### src/rtl/alarm_pkg.sv
// alarm_pkg: shared state type and counter sizing for the alarm beeper.
package alarm_pkg;
  typedef enum logic [2:0] {IDLE, BEEP_ON, BEEP_OFF, GAP, SNOOZE} beeper_state_t;
  function automatic int cnt_width(input int n);
    return (n > 1) ? $clog2(n) : 1;
  endfunction
endpackage

### src/rtl/alarm_beeper_tone_gen.sv
// tone_gen: registered square-wave divider; restart begins a fresh high half-period.
module tone_gen
  import alarm_pkg::*;
#(
  parameter int HALF = 2
) (
  input  logic clk,
  input  logic reset,
  input  logic enable,
  input  logic restart,
  output logic square
);
  localparam int W = cnt_width(HALF);
  localparam logic [W-1:0] RELOAD = W'(HALF - 1);
  logic [W-1:0] cnt_q, cnt_d;
  logic sq_q, sq_d;
  always_comb begin
    cnt_d = (restart || cnt_q == '0) ? RELOAD : cnt_q - W'(1);
    sq_d = !enable ? 1'b0 : restart ? 1'b1 : (cnt_q == '0) ? !sq_q : sq_q;
  end
  always_ff @(posedge clk or posedge reset)
    if (reset) begin
      cnt_q <= '0;
      sq_q <= 1'b0;
    end else begin
      cnt_q <= cnt_d;
      sq_q <= sq_d;
    end
  assign square = sq_q;
endmodule

### src/rtl/alarm_beeper.sv
// alarm_beeper: turns an alarm trigger into beep bursts with dismiss, snooze and timeout.
module alarm_beeper
  import alarm_pkg::*;
#(
  parameter int BEEP_ON_CYCLES   = 250,
  parameter int BEEP_OFF_CYCLES  = 250,
  parameter int BEEPS_PER_BURST  = 4,
  parameter int BURST_GAP_CYCLES = 1000,
  parameter int TIMEOUT_BURSTS   = 60,
  parameter int SNOOZE_CYCLES    = 300000,
  parameter int MAX_SNOOZES      = 3,
  parameter int TONE_HALF_CYCLES = 2
) (
  input  logic clk,
  input  logic reset,
  input  logic trigger,
  input  logic dismiss,
  input  logic snooze,
  output logic buzzer,
  output logic active,
  output logic snoozing,
  output logic timed_out
);
  localparam int M1 = BEEP_ON_CYCLES > BEEP_OFF_CYCLES ? BEEP_ON_CYCLES : BEEP_OFF_CYCLES;
  localparam int M2 = BURST_GAP_CYCLES > SNOOZE_CYCLES ? BURST_GAP_CYCLES : SNOOZE_CYCLES;
  localparam int CW = cnt_width(M1 > M2 ? M1 : M2);
  localparam int BW = cnt_width(BEEPS_PER_BURST);
  localparam int TW = cnt_width(TIMEOUT_BURSTS);
  localparam int SW = cnt_width(MAX_SNOOZES + 1);
  localparam logic [CW-1:0] ON_LD = CW'(BEEP_ON_CYCLES - 1);
  localparam logic [CW-1:0] OFF_LD = CW'(BEEP_OFF_CYCLES - 1);
  localparam logic [CW-1:0] GAP_LD = CW'(BURST_GAP_CYCLES - 1);
  localparam logic [CW-1:0] SNZ_LD = CW'(SNOOZE_CYCLES - 1);
  localparam logic [BW-1:0] LAST_BEEP = BW'(BEEPS_PER_BURST - 1);
  localparam logic [TW-1:0] LAST_BURST = TW'(TIMEOUT_BURSTS - 1);
  localparam logic [SW-1:0] SNZ_MAX = SW'(MAX_SNOOZES);
  beeper_state_t state_q, state_d;
  logic [CW-1:0] cnt_q, cnt_d;
  logic [BW-1:0] beep_idx_q, beep_idx_d;
  logic [TW-1:0] burst_cnt_q, burst_cnt_d;
  logic [SW-1:0] snooze_cnt_q, snooze_cnt_d;
  logic timed_out_q, timed_out_d;
  logic active_q, snoozing_q;
  logic tone_en, tone_restart;
  always_comb begin
    state_d = state_q;
    cnt_d = cnt_q;
    beep_idx_d = beep_idx_q;
    burst_cnt_d = burst_cnt_q;
    snooze_cnt_d = snooze_cnt_q;
    timed_out_d = timed_out_q;
    if (state_q == IDLE) begin
      if (trigger && !dismiss) begin
        state_d = BEEP_ON;
        cnt_d = ON_LD;
        beep_idx_d = '0;
        burst_cnt_d = '0;
        snooze_cnt_d = '0;
        timed_out_d = 1'b0;
      end
    end else if (dismiss) begin
      state_d = IDLE;
    end else if (snooze && state_q != SNOOZE && snooze_cnt_q < SNZ_MAX) begin
      state_d = SNOOZE;
      cnt_d = SNZ_LD;
      snooze_cnt_d = snooze_cnt_q + SW'(1);
    end else if (cnt_q != '0) begin
      cnt_d = cnt_q - CW'(1);
    end else begin
      case (state_q)
        BEEP_ON: begin
          state_d = (beep_idx_q == LAST_BEEP) ? GAP : BEEP_OFF;
          cnt_d = (beep_idx_q == LAST_BEEP) ? GAP_LD : OFF_LD;
        end
        BEEP_OFF: begin
          state_d = BEEP_ON;
          cnt_d = ON_LD;
          beep_idx_d = beep_idx_q + BW'(1);
        end
        GAP: begin
          if (burst_cnt_q == LAST_BURST) begin
            state_d = IDLE;
            timed_out_d = 1'b1;
          end else begin
            state_d = BEEP_ON;
            cnt_d = ON_LD;
            burst_cnt_d = burst_cnt_q + TW'(1);
            beep_idx_d = '0;
          end
        end
        default: begin
          // snooze expiry restarts the timeout window from the first burst
          state_d = BEEP_ON;
          cnt_d = ON_LD;
          beep_idx_d = '0;
          burst_cnt_d = '0;
        end
      endcase
    end
  end
  assign tone_en = (state_d == BEEP_ON);
  assign tone_restart = tone_en && state_q != BEEP_ON;
  always_ff @(posedge clk or posedge reset)
    if (reset) begin
      state_q <= IDLE;
      cnt_q <= '0;
      beep_idx_q <= '0;
      burst_cnt_q <= '0;
      snooze_cnt_q <= '0;
      timed_out_q <= 1'b0;
      active_q <= 1'b0;
      snoozing_q <= 1'b0;
    end else begin
      state_q <= state_d;
      cnt_q <= cnt_d;
      beep_idx_q <= beep_idx_d;
      burst_cnt_q <= burst_cnt_d;
      snooze_cnt_q <= snooze_cnt_d;
      timed_out_q <= timed_out_d;
      active_q <= (state_d != IDLE);
      snoozing_q <= (state_d == SNOOZE);
    end
  tone_gen #(.HALF(TONE_HALF_CYCLES)) u_tone (
    .clk(clk),
    .reset(reset),
    .enable(tone_en),
    .restart(tone_restart),
    .square(buzzer)
  );
  assign active = active_q;
  assign snoozing = snoozing_q;
  assign timed_out = timed_out_q;
endmodule
### config.mk
export PLATFORM = sky130hd
export DESIGN_NAME = alarm_beeper
export DESIGN_NICKNAME = d
export VERILOG_FILES = /design/src/rtl/alarm_pkg.sv /design/src/rtl/alarm_beeper_tone_gen.sv /design/src/rtl/alarm_beeper.sv
export SDC_FILE = /design/constraint.sdc
export NUM_CORES = 1
export LEC_CHECK = 0
export CAP_MARGIN = 0
export CORE_MARGIN = 10
export CORE_UTILIZATION = 55
export CTS_CLUSTER_SIZE = 16
export DETAILED_ROUTE_END_ITERATION = 10
export PLACE_DENSITY_LB_ADDON = 0.3
export SKIP_CTS_REPAIR_TIMING = 1
export SLEW_MARGIN = 40
export SYNTH_ARGS = -nofsm -noshare
export SYNTH_HDL_FRONTEND = slang
export SYNTH_SLANG_ARGS = --single-unit
### constraint.sdc
create_clock -name clk -period 3.4 [get_ports clk]
set_input_delay 1.02 -clock clk [delete_from_list [all_inputs] [get_ports clk]]
set_output_delay 1.02 -clock clk [all_outputs]
set_load 0.005 [all_outputs]
==> impl_metrics.ini, run 1 <==
[run_status]
outcome = completed

[floorplan]
die_x_um = 84.3
start_util_pct = 56.9
core.rowCount = 23
core_mm2 = 0.00400
io_pins = 9
fp.dieH_um = 84.3
die_area_mm2 = 0.00711

[grt]
grt_overflow = 0
grt_pass1_wl_mm = 9.66
grt_pass1_vias = 1952
grt_max_degree = 38
antenna_found_initial = 0
grtUsageTotal_pct = 16.1

[critical_path]
crit_buf_inv = 0
cp_common_cell = or4_1
cp_slowest_stage_delay_ns = 0.73
crit_type = flip-flop to flip-flop
critPathSlowestCell = or4_1
cp-start-kind = flip-flop
crit_chain = or4_1 > or4_1 > nor4_1 > o21ai_0 > a22o_1
crit_cells = 5
r2r_cells = 5
cp_top_family = simple AND/OR/NAND/NOR gates
cp_max_fo = 8
critical_path_arrival_ns = 2.93
required_ns = 3.58
end_kind = flip-flop

[clock_network]
clk_pin_slew_ns = 0.08
htreeDepth = 2
cts_tree = done
cts_buffer_depth = 2
clock_latency_ns = 0.30
clock-sinks = 37
clock_tree.root_cell = clkbuf_8
cts_buffers = 5

[detailed_routing]
postRouteWirelength_mm = 5.56
vias = 2025
dr.pass1.iters = 4
vias_per_cell = 6.62
drtIter0Drc = 236
final_antenna_net_count = 0
wl_per_cell_um = 18.2
route.detailed.drc = 0

[synthesis]
synth_seq_area_share_pct = 40.7
yosysUniqueCellTypes = 52
yosysMostFrequentCell = dfrtp_1
syn_avg_cell_area_um2 = 9.26
synth_area_leader_cell = dfrtp_1
ys.flop_type = dfrtp_1
synth_edf_count = 0
synth_top_cells_by_count = dfrtp_1, nand2_1, o21ai_0
syn-instance-count = 246
synth-seq-cells = 37
ys.warnings.count = 0
synthTopCellsByArea = dfrtp_1, o31ai_1, o21ai_0
synthArstFlopShare_pct = 100
netlist.area_leader.share_pct = 40.7
synth_nets = 255
synth_area_mm2 = 0.00228

[finish]
nets = 264
area_growth_pct = 10.5
fillerInstances = 338
n_antenna_cell = 0
drive_above_1_share_pct = 9.38

[sta]
max_freq_mhz = 363
slew_headroom_pct = 47.3
worst_pin_slew_ns = 0.780
final_max_slew_viol_count = 0
rsz0062_at_grt = no
finalCritPeriodShare_pct = 80.9
setup_tns_ns = 0
hold_viol_final = 0
setup_viol = 0
period_needed_ns = 2.75
skew_ns = 0.0123

[place]
place.gp.congestion = 0.895
dpl.hpwl_mm = 3.87
portBuffers = 8

[power]
p_per_area_mw_per_mm2 = 409
vdd_drop_max_v = 0.000243
p_leak_nw = 1.00
finalPower_mw = 1.03

[run]
max_cap_violations = 0

[hold_path]
hp-class = flip-flop to flip-flop
whs_path_depth = 1
## final timing paths
kind | from | to | slack (ns)
worst max-delay path | cnt_q[6] | cnt_q[8] | 0.65
worst min-delay path | u_tone.cnt_q | u_tone.cnt_q | 0.49
worst max register to register | cnt_q[6] | cnt_q[8] | 0.65
worst min register to register | u_tone.cnt_q | u_tone.cnt_q | 0.49
max in group asynchronous | reset | cnt_q[6] | 1.91
min in group asynchronous | reset | snooze_cnt_q[0] | 1.14
## report_power, final
part	switching [mW]	total, mW	internal, mW
clock network	0.161	0.303	0.142
registers	0.0350	0.508	0.473
logic	0.131	0.218	0.0870
## cell usage in the layout, fill, tap and decap left out, drive strengths merged, types with 9 or more instances in the layout
cell type / synthesis / final
dfrtp: 37 / 37
nand2: 18 / 18
o21ai: 18 / 18
a21oi: 12 / 12
o31ai: 12 / 12
or3: 11 / 11
inv: 9 / 9
nor2: 9 / 9
nand3: 9 / 9
buf: 4 / 9
nor3: 9 / 9
## worst reg2reg max path, delay by kind of cell, from the launching register on
kind	cells	cell delay, ns
compound gates	2	0.42
flops	1	0.43
simple gates	3	1.79
## area by class of cell
type	instances	area (um^2)	share of cell area (%)
Multi-Input combinational cell	185	1260	50.2
Sequential cell	37	926	36.8
Timing Repair Buffer	17	148	5.87
Clock buffer	6	72.6	2.88
Tap cell	50	62.6	2.49
Inverter	9	33.8	1.34
Clock inverter	2	10.0	0.398
## metal layers
layer / GRT usage (%) / wire [um] / vias to the layer above
met1: 22.3 / 2650 / 974
met5: 0 / 0 / -
met2: 23.0 / 2460 / 62
li1: - / - / 975
met3: 3.00 / 335 / 14
met4: 8.23 / 123 / 0
## cell families (layout without fill, tap and decap cells)
family | after synthesis | in the layout | share of synthesized area [%]
buf+inv | 24 | 34 | 4.23
flops | 37 | 37 | 40.7
compound gates | 89 | 89 | 28.5
fa+ha+maj | 4 | 4 | 2.20
simple gates | 91 | 91 | 24.1
xor+xnor | 1 | 1 | 0.385
## metrics by stage
step	utilization, %	hold slack, ns	std cells	area (um^2)	worst slack [ns]
6_report	62.9	0.494	306	2520	0.649
5_1_grt	62.9	0.521	306	2520	0.461
4_1_cts	62.9	0.494	306	2520	0.682
3_5_place_dp	60.8	0.482	298	2430	0.394
3_3_place_gp	60.6	0.467	298	2420	0.208
2_1_floorplan	-	0.453	246	2280	0.961
## flip-flops by register name, indices dropped and copies added, names as in the netlist
register       count
burst_cnt_q        6
beep_idx_q         2
u_tone.square      1
state_q            3
active             1
snooze_cnt_q       2
u_tone.cnt_q       1
snoozing           1
timed_out          1
cnt_q             19
Power figures use the tool's default switching activity.
==> run 2, diff against run 1 <==
==> constraint.sdc (replaced) <==
create_clock -name clk -period 2.8 [get_ports clk]
set_input_delay 0.84 -clock clk [delete_from_list [all_inputs] [get_ports clk]]
set_output_delay 0.84 -clock clk [all_outputs]
set_load 0.005 [all_outputs]
==> run 2 against run 1 <==
Net effect:
- die area did not move
- critical path type unchanged
- worst setup slack got worse by 0.43 ns
- core utilization increased by 2.9 points
- global-route usage rose by 0.89 points
- non-clock buffer count rose by 14
- hold slack worse by 0.012 ns
- largest cell class unchanged
- first-iteration DRC count up 35%
- sequential share of layout area is 1.6 points lower
- sequential power up 21%
- cell area grew 4.6%
- via count grew 4.5%
==> impl_metrics.ini, run 2 (synthesis results as in run 1) <==
[run_status]
outcome = completed

[place]
portBuffers = 8
dp_slack_ns = -0.0250
place.gp.congestion = 0.887
dpl.hpwl_mm = 4.22

[critical_path]
crit_chain = or4_1 > buf_4 > a2111oi_4 > nand3_1 > or3_1 > o41ai_2
critical_path_arrival_ns = 2.78
crit_buf_inv = 1
cp-start-kind = flip-flop
rr_startpoint = cnt_q[6]
cp_max_fo = 7
end_kind = flip-flop
critPathLaunch = cnt_q[6]
r2r_cells = 6
cp_top_family = simple AND/OR/NAND/NOR gates
critPathSlowestCell = or4_1
rrSetupSlack_ns = 0.22
cp_slowest_stage_delay_ns = 0.59
crit_type = flip-flop to flip-flop
required_ns = 3.00
reg2reg_to = burst_cnt_q[4]

[detailed_routing]
dr.pass1.iters = 4
final_antenna_net_count = 0
postRouteWirelength_mm = 5.75
drtIter0Drc = 318
vias = 2117
wl_per_cell_um = 18.0
vias_per_cell = 6.62
route.detailed.drc = 0

[sta]
hold_viol_final = 0
worst_pin_slew_ns = 0.660
final_max_slew_viol_count = 0
skew_ns = 0.00646
setup_viol = 0
max_freq_mhz = 387
rsz0062_at_grt = no
setup_ws_ns = 0.216
whs_ns = 0.482
slew_headroom_pct = 55.9
period_needed_ns = 2.58
finalCritPeriodShare_pct = 92.3

[clock_network]
cts_tree = done
cts_buffers = 5
htreeDepth = 2
cts_buffer_depth = 2
clock-sinks = 37
clk_pin_slew_ns = 0.07
clock_tree.root_cell = clkbuf_8
clock_latency_ns = 0.30

[grt]
grt_pass1_vias = 2092
grt_max_degree = 38
grtUsageTotal_pct = 17.0
grt_overflow = 0
antenna_found_initial = 0
grt_pass1_wl_mm = 10.2

[finish]
mostFrequentLayoutCells = dfrtp_1, buf_4, nand2_1
layout_commonest_cell = dfrtp_1
fillerInstances = 336
regMostFlops = cnt_q
largest_register_ffs = 19
n_antenna_cell = 0
area_growth_pct = 15.5
drive_above_1_share_pct = 14.4
largestRegisters = cnt_q (19), burst_cnt_q (6), state_q (3)
nets = 278

[floorplan]
die_x_um = 84.3
start_util_pct = 56.9
fp.dieH_um = 84.3
core_mm2 = 0.00400
io_pins = 9
die_area_mm2 = 0.00711
core.rowCount = 23

[hold_path]
hold_start = u_tone.cnt_q
hp-class = flip-flop to flip-flop
whs_path_depth = 1
hold-path-endpoint = u_tone.cnt_q

[power]
p_leak_nw = 1.07
p_per_area_mw_per_mm2 = 495
vdd_drop_max_v = 0.000306
finalPower_mw = 1.30

[run]
max_cap_violations = 0
## run 2: changes by cell type in the layout (fill, tap and decap cells not counted)
cell,previous run,this run
nor4b_4,1,0
buf_4,9,23
clkinv_2,2,1
clkbuf_1,1,0
clkbuf_8,5,7
nor4b_2,0,1
## run 2: report_power, final
group          internal (mW)  switching [mW]  total [mW]
Combinational          0.110           0.166       0.276
Sequential             0.574          0.0396       0.614
Clock                  0.222           0.190       0.412
Total                  0.906           0.396        1.30
## run 2: per-stage QoR
stage | utilization (%) | area (um^2) | TNS [ns] | cells
finish | 65.8 | 2630 | 0 | 320
global route | 65.8 | 2630 | 0 | 320
CTS | 65.8 | 2630 | 0 | 320
detailed placement | 63.2 | 2530 | -0.0250 | 312
global placement | 63.2 | 2530 | 0 | 312
floorplan | - | 2280 | 0 | 246
## run 2: per-layer routing
| layer | vias to the layer above | track usage, % | routed length, um |
|---|---|---|---|
| met2 | 57 | 26.0 | 2620 |
| met5 | - | 0 | 0 |
| met4 | 0 | 5.99 | 102 |
| met1 | 1041 | 23.0 | 2710 |
| li1 | 1009 | - | - |
| met3 | 10 | 3.57 | 318 |
## run 2: worst max-delay path by stage
stage / end / cells past startpoint
4_1_cts: burst_cnt_q[4] / 6
3_3_place_gp: cnt_q[11] / 7
6_report: burst_cnt_q[4] / 6
2_1_floorplan: burst_cnt_q[4] / 7
3_5_place_dp: u_tone.square / 7
5_1_grt: burst_cnt_q[1] / 6
## run 2: cell type report
class | instances | area [um^2] | area share, %
Multi-Input combinational cell | 185 | 1250 | 47.7
Sequential cell | 37 | 926 | 35.2
Timing Repair Buffer | 31 | 253 | 9.61
Clock buffer | 7 | 96.3 | 3.66
Tap cell | 50 | 62.6 | 2.38
Inverter | 9 | 33.8 | 1.28
Clock inverter | 1 | 5.00 | 0.190
